==> src/rtl/clock_domain_export_fifo_if.sv <==
`default_nettype none
// ============================================================================
//  Module      : clock_domain_export_fifo_if
//  Description : Local push port plus the req/ack/data link of the export
//                FIFO, bundled as one interface. The slave modport is the
//                export block's view; master is the view of the local
//                producer and the destination-side import block.
//  Revision    : 1.0 - initial release
// ============================================================================
interface clock_domain_export_fifo_if #(
    parameter int pBits  = 8,
    parameter int pDepth = 4
);
    localparam int c_CW = $clog2(pDepth) + 1;

    logic             stb;
    logic [pBits-1:0] data;
    logic             ready;
    logic [c_CW-1:0]  count;
    logic             idle;
    logic             overflow;
    logic             cdc_req;
    logic [pBits-1:0] cdc_data;
    logic             cdc_ack;

    modport slave (
        input  stb, data, cdc_ack,
        output ready, count, idle, overflow, cdc_req, cdc_data
    );

    modport master (
        output stb, data, cdc_ack,
        input  ready, count, idle, overflow, cdc_req, cdc_data
    );
endinterface
`default_nettype wire

==> src/rtl/clock_domain_export_fifo.sv <==
`default_nettype none
// ============================================================================
//  Module      : clock_domain_export_fifo
//  Description : Source half of a toggle req/ack clock-domain crossing with a
//                pDepth-entry FIFO in front of it. Words are drained one per
//                completed handshake; occupancy, idleness and a sticky
//                overflow flag are reported to the local side.
//  Revision    : 1.0 - initial release
// ============================================================================
module clock_domain_export_fifo #(
    parameter int pBits       = 8,
    parameter int pDepth      = 4,
    parameter int pSyncStages = 2
) (
    input  logic                        clk,
    input  logic                        rst_n,
    clock_domain_export_fifo_if.slave   bus
);
    localparam int              c_AW    = (pDepth > 1) ? $clog2(pDepth) : 1;
    localparam int              c_CW    = $clog2(pDepth) + 1;
    localparam logic [c_CW-1:0] c_DEPTH = c_CW'(pDepth);

    logic [pBits-1:0]       mem_q [pDepth];
    logic [c_AW-1:0]        wp_q, wp_d;
    logic [c_AW-1:0]        rp_q, rp_d;
    logic [c_CW-1:0]        count_q, count_d;
    logic                   overflow_q, overflow_d;
    logic                   req_q, req_d;
    logic [pBits-1:0]       cdc_data_q, cdc_data_d;
    logic [pSyncStages-1:0] sync_q, sync_d;

    logic ack_sync;
    logic link_free;
    logic push;
    logic launch;

    // Only the last synchroniser stage is trusted as a clean copy of cdc_ack.
    assign ack_sync  = sync_q[pSyncStages-1];
    // Link is free once the destination has echoed the last request toggle.
    assign link_free = (ack_sync == req_q);
    // Acceptance looks at the registered count only, so a full FIFO refuses
    // a push even in a cycle where it also launches a word.
    assign push      = bus.stb && (count_q != c_DEPTH);
    // Launch uses the registered count, so a freshly pushed word waits one edge.
    assign launch    = link_free && (count_q != '0);

    // Next-state computation for pointers, occupancy, flags and the link.
    always_comb begin
        wp_d       = wp_q;
        rp_d       = rp_q;
        count_d    = count_q;
        overflow_d = overflow_q;
        req_d      = req_q;
        cdc_data_d = cdc_data_q;
        sync_d     = {sync_q[pSyncStages-2:0], bus.cdc_ack};

        if (push) begin
            wp_d = wp_q + c_AW'(1);
        end
        if (bus.stb && (count_q == c_DEPTH)) begin
            overflow_d = 1'b1;
        end
        if (launch) begin
            cdc_data_d = mem_q[rp_q];
            req_d      = ~req_q;
            rp_d       = rp_q + c_AW'(1);
        end
        if (push && !launch) begin
            count_d = count_q + c_CW'(1);
        end else if (!push && launch) begin
            count_d = count_q - c_CW'(1);
        end
    end

    // Control and link registers; reset discards queued and in-flight words.
    always_ff @(posedge clk) begin
        if (!rst_n) begin
            wp_q       <= '0;
            rp_q       <= '0;
            count_q    <= '0;
            overflow_q <= 1'b0;
            req_q      <= 1'b0;
            cdc_data_q <= '0;
            sync_q     <= '0;
        end else begin
            wp_q       <= wp_d;
            rp_q       <= rp_d;
            count_q    <= count_d;
            overflow_q <= overflow_d;
            req_q      <= req_d;
            cdc_data_q <= cdc_data_d;
            sync_q     <= sync_d;
        end
    end

    // Storage array; contents are don't-care until written, so no reset.
    always_ff @(posedge clk) begin
        if (push) begin
            mem_q[wp_q] <= bus.data;
        end
    end

    assign bus.ready    = (count_q != c_DEPTH);
    assign bus.count    = count_q;
    assign bus.idle     = (count_q == '0) && link_free;
    assign bus.overflow = overflow_q;
    assign bus.cdc_req  = req_q;
    assign bus.cdc_data = cdc_data_q;
endmodule
`default_nettype wire
==> src/flat_wrapper.sv <==
// flat-port wrapper written by rule: the top's interface ports become plain ports
module clock_domain_export_fifo_flat 
#(
    parameter int pBits       = 8,
    parameter int pDepth      = 4,
    parameter int pSyncStages = 2
)
  (clk, rst_n, bus_stb, bus_data, bus_cdc_ack, bus_ready, bus_count, bus_idle, bus_overflow, bus_cdc_req, bus_cdc_data);
  clock_domain_export_fifo_if #(.pBits(pBits), .pDepth(pDepth)) bus_i ();
  input  logic clk;
  input  logic rst_n;
  input wire logic [$bits(bus_i.stb)-1:0] bus_stb;
  input wire logic [$bits(bus_i.data)-1:0] bus_data;
  input wire logic [$bits(bus_i.cdc_ack)-1:0] bus_cdc_ack;
  output wire logic [$bits(bus_i.ready)-1:0] bus_ready;
  output wire logic [$bits(bus_i.count)-1:0] bus_count;
  output wire logic [$bits(bus_i.idle)-1:0] bus_idle;
  output wire logic [$bits(bus_i.overflow)-1:0] bus_overflow;
  output wire logic [$bits(bus_i.cdc_req)-1:0] bus_cdc_req;
  output wire logic [$bits(bus_i.cdc_data)-1:0] bus_cdc_data;
  assign bus_i.stb = bus_stb;
  assign bus_i.data = bus_data;
  assign bus_i.cdc_ack = bus_cdc_ack;
  assign bus_ready = bus_i.ready;
  assign bus_count = bus_i.count;
  assign bus_idle = bus_i.idle;
  assign bus_overflow = bus_i.overflow;
  assign bus_cdc_req = bus_i.cdc_req;
  assign bus_cdc_data = bus_i.cdc_data;
  clock_domain_export_fifo #(.pBits(pBits), .pDepth(pDepth), .pSyncStages(pSyncStages)) u_core (.clk(clk), .rst_n(rst_n), .bus(bus_i));
endmodule
==> config.mk <==
export PLATFORM = sky130hd
export DESIGN_NAME = clock_domain_export_fifo_flat
export DESIGN_NICKNAME = d
export VERILOG_FILES = /design/src/rtl/clock_domain_export_fifo_if.sv /design/src/rtl/clock_domain_export_fifo.sv /design/src/flat_wrapper.sv
export SDC_FILE = /design/constraint.sdc
export NUM_CORES = 1
export LEC_CHECK = 0
export ABC_AREA = 1
export CAP_MARGIN = 20
export CORE_ASPECT_RATIO = 0.6
export CORE_MARGIN = 2
export CORE_UTILIZATION = 41
export DETAILED_ROUTE_END_ITERATION = 16
export PLACE_DENSITY = 0.7
export SLEW_MARGIN = 20
export SYNTH_ARGS = -nofsm -noshare
export SYNTH_HDL_FRONTEND = slang
export SYNTH_SLANG_ARGS = --single-unit
==> constraint.sdc <==
create_clock -name clk -period 2.62 [get_ports clk]
set_clock_uncertainty 0.1 [all_clocks]
set_input_delay 0.786 -clock clk [delete_from_list [all_inputs] [get_ports clk]]
set_output_delay 0.786 -clock clk [all_outputs]
set_load 0.01 [all_outputs]
; ---- After elaboration in Yosys (flattened, before gate mapping)
; Memories as Yosys holds them, arrays and structs flattened. A register that Yosys moved wholly into a read port is not among the register bits.
; Cells that the tools add are included.
[op_classes]
addsub = 4
n_eq_ne = 3
reduce_logical = 12
n_mux = 4
n_bitwise = 1
[op_table]
columns = op, n
row1 = 1-bit logical AND, 6
row2 = 3-bit 2-to-1 mux, 2
row3 = 2-bit by 1-bit adder with 2-bit output (second input constant), 2
row4 = 3-bit by 1-bit adder with 3-bit output (second input constant), 1
row5 = 3-bit == test (second input constant), 1
row6 = 1-bit logical NOT, 3
row7 = 3-bit logical NOT, 1
row8 = 3-bit inequality test (second input constant), 1
row9 = 3-bit nonzero test, 1
row10 = 3-bit by 1-bit subtractor with 3-bit output (second input constant), 1
row11 = 1-bit 2-to-1 mux, 2
row12 = 2-bit nonzero test, 1
row13 = 1-bit == test, 1
row14 = 1-bit NOT, 1
[word_totals]
reg_bits = 11
mem_bits_rw = 32
in_bits = 12
elab_cells = 31
n_memories = 1
[memory_table]
columns = name, words, word_bits, rd, rd_ports_with_merged_regs, wr, line_no
row1 = u_core.mem_q, 4, 8, 1, 1, 1, clock_domain_export_fifo.sv:23  ; logic [pBits-1:0] mem_q [pDepth];

; ---- Depth between registers and ports, before layout
[logic_depth]
depth_word = 6
mapped_depth = 14
mapped_depth_nobuf = 13

; ---- Worst setup path after synthesis
; Ideal clock, no wire load.
[synth_path]
path_type = input port to flip-flop
startpoint = in bus_stb
endpoint = reg u_core.count_q[2] (netlist: u_core.bus.count[2])
setup_time_ns = 0.113
t_required_ns = 2.407
setup_slack_ns = 0.567
arrival_ns = 1.840
cell_stages = 9
path_cell_list = nand2_2 inv_2 ha_1 inv_2 fa_1 a21oi_1 nand2_1 nor2_1 nor2_1
[synth_between]
elab_chain_cells = 4
[synth_rtl]
columns = element, line_no
row1 = "start, declared", flat_wrapper.sv:12  ; input wire logic [$bits(bus_i.stb)-1:0] bus_stb;
row2 = 1-bit logical AND *, clock_domain_export_fifo.sv:43  ; assign push = bus.stb && (count_q != c_DEPTH);
row3 = net u_core.push, clock_domain_export_fifo.sv:34  ; logic push;
row4 = 1-bit logical NOT, clock_domain_export_fifo.sv:70  ; end else if (!push && launch) begin
row5 = 1-bit logical AND, clock_domain_export_fifo.sv:70
row6 = 2-bit nonzero test (no source line), -
row7 = "end signal, assigned", clock_domain_export_fifo.sv:88  ; count_q <= count_d;
row8 = "end, declared", clock_domain_export_fifo.sv:26  ; logic [c_CW-1:0] count_q, count_d;
; The timed path passes the listed nets; every way through them passes the cells marked *.
; A chain may end at the register's enable or synchronous reset.

; ---- Worst setup path in the final report
[layout_path]
startpoint = reg u_core.count_q[1] (netlist: u_core.bus.count[1])
endpoint = out bus_ready
[layout_between]
elab_chain_cells = 1
[layout_rtl]
columns = element, line_no
row1 = 3-bit inequality test, clock_domain_export_fifo.sv:103  ; assign bus.ready = (count_q != c_DEPTH);
row2 = "end, declared", flat_wrapper.sv:15  ; output wire logic [$bits(bus_i.ready)-1:0] bus_ready;
; Every way passes these cells.

==> reports/qor.csv <==
stage,metric,value,unit
floorplanning,die-width,102,um
cts,path_clk_slew,0.09,ns
layout,instances_no_fill,370,
yosys,yosysSeqAreaShare,56.3,%
layout,drive_gt1_share,15.2,%
floorplanning,initial_core_util,42.5,%
timing,slew_viol_final,0,
layout,area_growth,18.9,%
routing,routed_wl,4120,um
grt,grt_max_degree,20,
setup_path,arrival,1.45,ns
timing,rsz0062_at_grt,false,
cts,cts_root_buffer,clkbuf_8,
timing,worstMarginPinSlew,0.663,ns
place,port_buffers,26,
layout,multi_input_area,723,um2
timing,fin_crit_sh,89.3,%
setup_path,worst_setup_path_end_kind,output port,
routing,drc,0,
cts,post-cts-setup-buffers,0,
timing,hold_viol,0,
setup_path,crit_buf_inv,2,
yosys,syn_area,2380,um2
timing,relSlewSlack,55.7,%
routing,initialDrtViolationCount,51,
cts,cts_tree,built,
yosys,yosysWarnings,0,
yosys,syn_inst,255,
grt,grt_use_total,14.6,%
setup_path,crit_path_cell_trace,"inv_2, nand3_1, clkdlybuf4s50_1",
floorplanning,core_area,5600,um2
routing,dr_total_vias,1585,
place,placedCellCount,362,
routing,wl_per_cell,11.1,um
power,leakagePower,1.28,nW
cts,cts_buffers,5,
setup_path,cp_top_family,buffers and inverters,
timing,fin_crit,2.34,ns
layout,fillCellCount,511,
timing,timing.fmax,0.427,GHz
timing,setup_violations,0,
routing,final_antenna_net_count,0,
power,p_per_area,991,nW/um2
hold_path,min_path_type,flop to flop,
setup_path,worstSetupStartpointType,flop,
flow_run,drv_cap,0,
cts,clock_path_buffers,2,
cts,clock_latency,0.30,ns
yosys,synth_cell_types,25,
grt,antenna_found_initial,0,
status,status,"finished, final reports clean",
routing,drt_first_pass_iters,4,
floorplanning,ioPinCount,27,
setup_path,worstPathRequired,1.73,ns
setup_path,critPathKind,flop to output port,
power,power_frac_clock,19.4,%
setup_path,max_stage_delay,0.55,ns
power,internal-power,1.78,mW
floorplanning,die_area,6450,um2
timing,tns,0,ns
place,hpwl,2870,um
cts,cts_sinks,51,
cts,htreeDepth,2,
yosys,ys_ff_latch,51,
layout,nets,307,
setup_path,cp_max_fo,4,
grt,grt_pass1_vias,1521,
power,swShare,36.5,%
layout,final-seq-area,1340,um2
power,combinationalPowerShare,39.7,%
routing,vias_per_cell,4.28,
place,place.gp.congestion,0.784,
power,ir_drop,0.338,mV
power,p_sw,1.02,mW
setup_path,cpMaxStageDelayCell,clkdlybuf4s50_1,
floorplanning,fp-row-count,21,
power,p_seq_share,40.9,%
floorplanning,die_height,63.0,um
layout,diodes,0,
yosys,avgSynthCellArea,9.34,um2
yosys,synth_nets,273,
grt,grt_first_pass_wirelength,7160,um
grt,grt_overflow_total,0,
[power groups by stage]
stage          sequential (mW)  clock [mW]  combinational [mW]
2_1_floorplan             1.15           0               0.839
3_3_place_gp              1.17           0                1.10
3_5_place_dp              1.17           0                1.12
4_1_cts                   1.15       0.559                1.13
5_1_grt                   1.17       0.593                1.26
6_report                  1.15       0.544                1.11
[synth_stat cells]
cell type | instances | area [um2]
nand2_1 | 56 | 210
dfxtp_1 | 19 | 380
nor2_1 | 26 | 97.6
a21oi_2 | 2 | 17.5
buf_6 | 3 | 33.8
clkinv_4 | 1 | 8.76
buf_12 | 2 | 40.0
inv_8 | 1 | 11.3
nand4_1 | 1 | 6.26
inv_1 | 51 | 191
edfxtp_1 | 32 | 961
nand2_8 | 1 | 20.0
ha_1 | 5 | 62.6
nand3_1 | 18 | 90.1
o21a_1 | 1 | 7.51
o21ai_1 | 2 | 10.0
buf_2 | 1 | 5.00
a21oi_1 | 6 | 30.0
nand3_4 | 1 | 17.5
nand2_2 | 11 | 68.8
fa_1 | 1 | 20.0
nand2_4 | 4 | 45.0
o21ai_0 | 2 | 10.0
nand3_2 | 1 | 10.0
inv_2 | 7 | 26.3
[repair_timing]
| item | in CTS | in global routing |
|---|---|---|
| endpoints found under the setup margin | 0 | 1 |
| hold buffers | 0 | 0 |
| resized for setup | 0 | 1 |
[worst min-delay path, stage by stage (launching register included)]
cell and delay, ns:
dfxtp_1 0.31, nand2_1 0.06, inv_1 0.03
[cell families after synthesis]
logic type | after synthesis | share of synthesized area (%)
AO/OA/AOI/OAI | 13 | 3.15
flip-flops | 51 | 56.3
adder cells (fa/ha/maj) | 6 | 3.47
AND/OR/NAND/NOR | 119 | 23.8
buffers and inverters | 66 | 13.3
[worst paths after layout]
path                  startpoint                   to  slack (ns)  cells after the start
max          u_core.bus.count[1]            bus_ready        0.28                      3
min reg2reg     u_core.sync_q[0]     u_core.sync_q[1]        0.34                      2
min             u_core.sync_q[0]     u_core.sync_q[1]        0.34                      2
max reg2reg  u_core.bus.count[0]  u_core.bus.count[2]        0.60                     11
[registers in the layout, indices dropped and copies added (netlist names)]
signal               cells
u_core.mem_q            32
u_core.rp_q              2
u_core.bus.cdc_data      8
u_core.bus.cdc_req       1
u_core.sync_q            2
u_core.wp_q              2
u_core.bus.overflow      1
u_core.bus.count         3
[final cells by class]
class / instances / area share (%)
clock buffers: 5 / 2.43
flip-flops and latches: 51 / 47.4
repair buffers: 33 / 11.1
inverters: 60 / 8.40
multi-input cells: 138 / 25.6
well taps: 80 / 3.54
clock inverters: 3 / 1.55
[through the flow]
step                setup WS [ns]  area, um2  power [mW]  hold slack, ns  util, %
detailed placement        0.00907       2720        2.29           0.314     48.5
floorplan                   0.567       2380        1.99           0.290        -
global route                0.152       2830        3.03           0.373     50.6
finish                      0.280       2830        2.80           0.335     50.6
global placement           0.0600       2720        2.27           0.298     48.5
CTS                        0.0846       2830        2.84           0.335     50.5
[per-layer routing]
metal | vias up | track usage (%) | routed length (um)
met5 | - | 0 | 0
li1 | 847 | - | -
met3 | 5 | 3.69 | 133
met4 | 0 | 4.50 | 38
met2 | 22 | 21.5 | 1790
met1 | 711 | 21.2 | 2160
[cell usage in the layout, fill, tap and decap left out, types with 4 or more instances in the layout]
cell	instances
inv_1	51
nand2_4	4
nor2_1	26
inv_2	7
nand2_1	56
dfxtp_1	19
clkbuf_8	5
buf_4	7
clkdlybuf4s50_1	25
a21oi_1	6
edfxtp_1	32
ha_1	5
nand2_2	11
nand3_1	18
Power figures use the tool's default switching activity.
==> patch 1, RTL diff (same flow settings) <==
`pSyncStages` is set to 2 in 2 places; all go to 4.
--- a/src/rtl/clock_domain_export_fifo.sv
+++ b/src/rtl/clock_domain_export_fifo.sv
@@ -11,5 +11,5 @@
     parameter int pBits       = 8,
     parameter int pDepth      = 4,
-    parameter int pSyncStages = 2
+    parameter int pSyncStages = 4
 ) (
     input  logic                        clk,
--- a/src/flat_wrapper.sv
+++ b/src/flat_wrapper.sv
@@ -4,5 +4,5 @@
     parameter int pBits       = 8,
     parameter int pDepth      = 4,
-    parameter int pSyncStages = 2
+    parameter int pSyncStages = 4
 )
   (clk, rst_n, bus_stb, bus_data, bus_cdc_ack, bus_ready, bus_count, bus_idle, bus_overflow, bus_cdc_req, bus_cdc_data);
Check against the original RTL: not equivalent (a bounded check fails within 4 cycles, from zero or initial values and one cycle with rst_n low).
==> patch 1 against the unedited design <==
- worst setup slack worse by 0.16 ns
- area after synthesis up 1.3%
- non-clock buffer count grew 2
- sequential cell count is 2 higher
- synthesized cell count is 2.7% higher
- final area is 0.44% higher
- wire length increased by 4.8%
- global-route usage up 0.20 points
- total power fell by 2.1%
- utilization about the same
- critical path type unchanged
- largest power group unchanged
==> patch 1: results (changes against the unedited design) <==
qor: outcome.run_status finished, final reports clean
qor: route.drt-met1-wl 2.32 mm [+7.8%]
qor: finish.num-nets-final 315 [+2.6%]
qor: finish.non_filler_cells_in_the_finished_layout 378 [+2.2%]
qor: pwr.power.leakage 1.29 nW [+0.61%]
qor: finish.final_core_util 50.6% [about the same]
qor: placed_design.final_weighted_congestion_in_routability_driven_placement 0.750 [-4.4%]
qor: placed_design.dpl_cell_area 2760 um2 [+1.6%]
qor: finish.clock_buffer_count 7 [+2]
qor: placed_design.post-dp-hpwl 2.99 mm [+3.9%]
qor: worst_setup_path.cp_data_arrival_time 1.61 ns [+0.16 ns]
qor: sta.layout_worst_path_cycle_share 95.3% [+6.0 points]
qor: sta.maxSlewHeadroom 55.6% [-0.11 points]
qor: placed_design.dp_worst_setup_slack -0.0153 ns [-0.0244 ns]
qor: synth.synthesis.instances 262 [+2.7%]
qor: placed_design.post-place-cells 370 [+2.2%]
qor: global_routing.first_pass_grt_wire_length 7.30 mm [+1.9%]
qor: finish.nonClockBufferCount 35 [+6.1%]
qor: route.drt-initial-drc-count 61 [+20%]
qor: finish.inverters 62 [+3.3%]
qor: route.met3_wirelength 148 um [+11%]
qor: synth.post_synth.cell_area_avg 9.21 um2 [-1.4%]
qor: synth.synthesis.nets 280 [+2.6%]
qor: pwr.max-vdd-ir-drop 0.000415 V [+23%]
qor: finish.seq_area_share 48.6% [+1.2 points]
qor: worst_setup_path.worst_path_dominant_cell_family buffers and inverters
qor: synth.synth.area.top_cells sky130_fd_sc_hd__edfxtp_1 40%, sky130_fd_sc_hd__dfxtp_1 17%, sky130_fd_sc_hd__nand2_1 9.2%, sky130_fd_sc_hd__inv_1 8.9%, sky130_fd_sc_hd__nor2_1 4.0%
qor: global_routing.grt_usage 14.8% [+0.20 points]
qor: route.post_drt_wl_per_cell 11.4 um [+2.5%]
qor: worst_setup_path.critPathMaxStageDelay 0.55 ns [about the same]
qor: finish.fillers 552 [+8.0%]
qor: route.met2_wirelength 1.81 mm [+0.61%]
qor: finish.proportion_of_cell_area_occupied_by_multi_input_gates 25.0% [-0.60 points]
qor: synth.ys_seq_area_share 57.3% [+0.93 points]
qor: finish.drive_gt1_share 12.8% [-2.4 points]
qor: finish.non_clock_buffer_share_of_cell_area 11.5% [+0.39 points]
qor: sta.holdWs 0.332 ns [-0.00304 ns]
qor: global_routing.via_count_of_the_first_global_routing_pass 1509 [-0.79%]
qor: finish.layout.comb_gates.multi_input 140 [+1.4%]
qor: worst_setup_path.critical_path_peak_fanout 6 [+2]
qor: worst_setup_path.setup.reg_to_reg.worst_slack 0.55 ns [-0.05 ns]
qor: finish.clock_area_share 2.95% [-1.0 points]
qor: worst_setup_path.crit_slowest_cell sky130_fd_sc_hd__clkdlybuf4s50_1
qor: route.via_per_inst 4.21 [-1.7%]
qor: synth.synth.ff_latch_count 53 [+3.9%]
qor: synth.synth.cells.most_frequent 59 x sky130_fd_sc_hd__nand2_1, 57 x sky130_fd_sc_hd__inv_1, 32 x sky130_fd_sc_hd__edfxtp_1
## patch 1: changes by cell type after synthesis, sizes merged
cell    unedited run  this run
dfxtp             19        21
clkbuf             0         1
nand2             72        74
inv               59        61
## patch 1: power by group
| part | switching, mW | total, mW | internal (mW) |
|---|---|---|---|
| clock network | 0.258 | 0.448 | 0.190 |
| registers | 0.119 | 1.16 | 1.05 |
| logic | 0.649 | 1.14 | 0.486 |
| total | 1.03 | 2.75 | 1.72 |
## patch 1: worst paths after layout
path                    endpoint
max                     bus_idle
min             u_core.sync_q[1]
max reg2reg  u_core.bus.count[2]
min reg2reg     u_core.sync_q[1]
## patch 1: cell families (layout without fill, tap and decap cells)
logic type	after synthesis	count (layout)	share of synthesized area (%)
AOI/OAI and AO/OA	13	13	3.11
adders and majority gates	6	6	3.42
buffers and inverters	69	105	13.3
DFF	53	53	57.3
and+or+nand+nor	121	121	22.9
## patch 1: routing by layer
metal,global-route usage [%],vias up
met5,0,-
met4,3.78,0
met3,4.00,4
met2,20.5,22
met1,22.8,705
li1,-,861
==> patch 2, RTL diff (same settings) <==
Made on the original files. Take the reset off `cdc_data_q` and load it in a clocked block of its own.
--- a/src/rtl/clock_domain_export_fifo.sv
+++ b/src/rtl/clock_domain_export_fifo.sv
@@ -81,5 +81,4 @@
             overflow_q <= 1'b0;
             req_q      <= 1'b0;
-            cdc_data_q <= '0;
             sync_q     <= '0;
         end else begin
@@ -89,7 +88,10 @@
             overflow_q <= overflow_d;
             req_q      <= req_d;
-            cdc_data_q <= cdc_data_d;
             sync_q     <= sync_d;
         end
+    end
+
+    always_ff @(posedge clk) begin
+        cdc_data_q <= cdc_data_d;
     end
 
Function: differs if rst_n is asserted again (counterexample within 4 cycles, from zero or initial values and one cycle with rst_n low); with rst_n held inactive, the same outputs for 10 cycles.
==> patch 2 against the unedited design <==
- worst setup slack got worse by 0.11 ns
- highest routed layer unchanged
- total power decreased by 8.5%
- non-clock buffer count decreased by 2
- final area decreased by 11%
- sequential cell count unchanged
- wire length decreased by 18%
- area after synthesis decreased by 13%
==> patch 2: results (changes against the unedited design) <==
qor: synth.ys_seq_area_share 68.6% [+12 points]
qor: worst_setup_path.rr_startpoint u_core.bus.cdc_req
qor: finish.top_register u_core.mem_q
qor: pwr.seqPwrFrac 46.7% [+5.8 points]
qor: pwr.power.leakage 0.927 nW [-28%]
qor: finish.fillers 412 [-19%]
qor: pwr.netSwitchingPower 825 uW [-19%]
qor: synth.post_synthesis_adder_cell_area_fraction 3.98% [+0.51 points]
qor: pwr.pg_comb 833 uW [-25%]
qor: placed_design.dp_worst_setup_slack -0.00220 ns [-0.0113 ns]
qor: worst_setup_path.startpoint u_core.bus.count[0]
qor: worst_setup_path.ff2ff_path_depth 12 [+1]
qor: finish.non_filler_cells_in_the_finished_layout 266 [-28%]
qor: synth.share_of_the_synthesized_area_in_compound_gates_ao_oa_aoi_oai 9.11% [+6.0 points]
qor: pwr.pg_seq 1.20 mW [+4%]
qor: global_routing.first_pass_grt_wire_length 5.71 mm [-20%]
qor: sta.holdWs 0.320 ns [-0.0147 ns]
qor: finish.layout.comb_gates.multi_input 92 [-33%]
qor: finish.nonClockBufferCount 31 [-6.1%]
qor: global_routing.via_count_of_the_first_global_routing_pass 1183 [-22%]
qor: worst_setup_path.critical_path_peak_fanout 5 [+1]
qor: global_routing.grt_usage 14.2% [-0.41 points]
qor: finish.num-nets-final 220 [-28%]
qor: worst_setup_path.setup.reg_to_reg.worst_slack 0.65 ns [+0.05 ns]
qor: outcome.run_status finished, final reports clean
qor: worst_setup_path.cp-endpoint bus_idle
qor: synth.synth.area.top_cells sky130_fd_sc_hd__edfxtp_1 58%, sky130_fd_sc_hd__dfxtp_1 11%, sky130_fd_sc_hd__o21ai_0 5.1%, sky130_fd_sc_hd__nor2_1 4.2%, sky130_fd_sc_hd__ha_1 3.0%
qor: sta.tightestPinTransition 0.693 ns [+0.0295 ns]
qor: synth.post_synth.cell_area_avg 12.3 um2 [+31%]
qor: placed_design.post-dp-hpwl 2.42 mm [-16%]
qor: placed_design.final_weighted_congestion_in_routability_driven_placement 0.759 [-3.2%]
qor: synth.yosysUniqueCellTypes 24 [-4.0%]
qor: route.drt-initial-drc-count 91 [+78%]
qor: route.postRouteWirelength 3.38 mm [-18%]
qor: route.detailroute.via_count 1273 [-20%]
qor: synth.synthesis.nets 187 [-32%]
qor: finish.drive_gt1_share 14.8% [-0.39 points]
qor: placed_design.post-place-cells 258 [-29%]
qor: synth.synth.cells.most_frequent 40 x sky130_fd_sc_hd__edfxtp_1, 23 x sky130_fd_sc_hd__nor2_1, 21 x sky130_fd_sc_hd__o21ai_0
qor: finish.multi_input_area 509 um2 [-30%]
## patch 2: cell types whose count changed after synthesis, moves of 3 or more
| cell | delta |
|---|---|
| sky130_fd_sc_hd__nand2_1 | -41 |
| sky130_fd_sc_hd__inv_1 | -35 |
| sky130_fd_sc_hd__o21ai_0 | +19 |
| sky130_fd_sc_hd__nand3_1 | -17 |
| sky130_fd_sc_hd__dfxtp_1 | -8 |
| sky130_fd_sc_hd__edfxtp_1 | +8 |
| sky130_fd_sc_hd__nand2_2 | -8 |
| sky130_fd_sc_hd__o22ai_1 | +8 |
| sky130_fd_sc_hd__nor2_2 | +6 |
| sky130_fd_sc_hd__nand2_4 | -4 |
| sky130_fd_sc_hd__inv_2 | -3 |
| sky130_fd_sc_hd__nor2_1 | -3 |
## patch 2: layer usage
metal  vias to the layer above  global-route usage (%)  part of all wire [%]
met5                         -                       0                     0
met4                         0                    7.76                   2.2
li1                        643                       -                     -
met3                         5                    4.20                   5.0
met1                       593                    19.8                    52
met2                        32                    20.2                    41
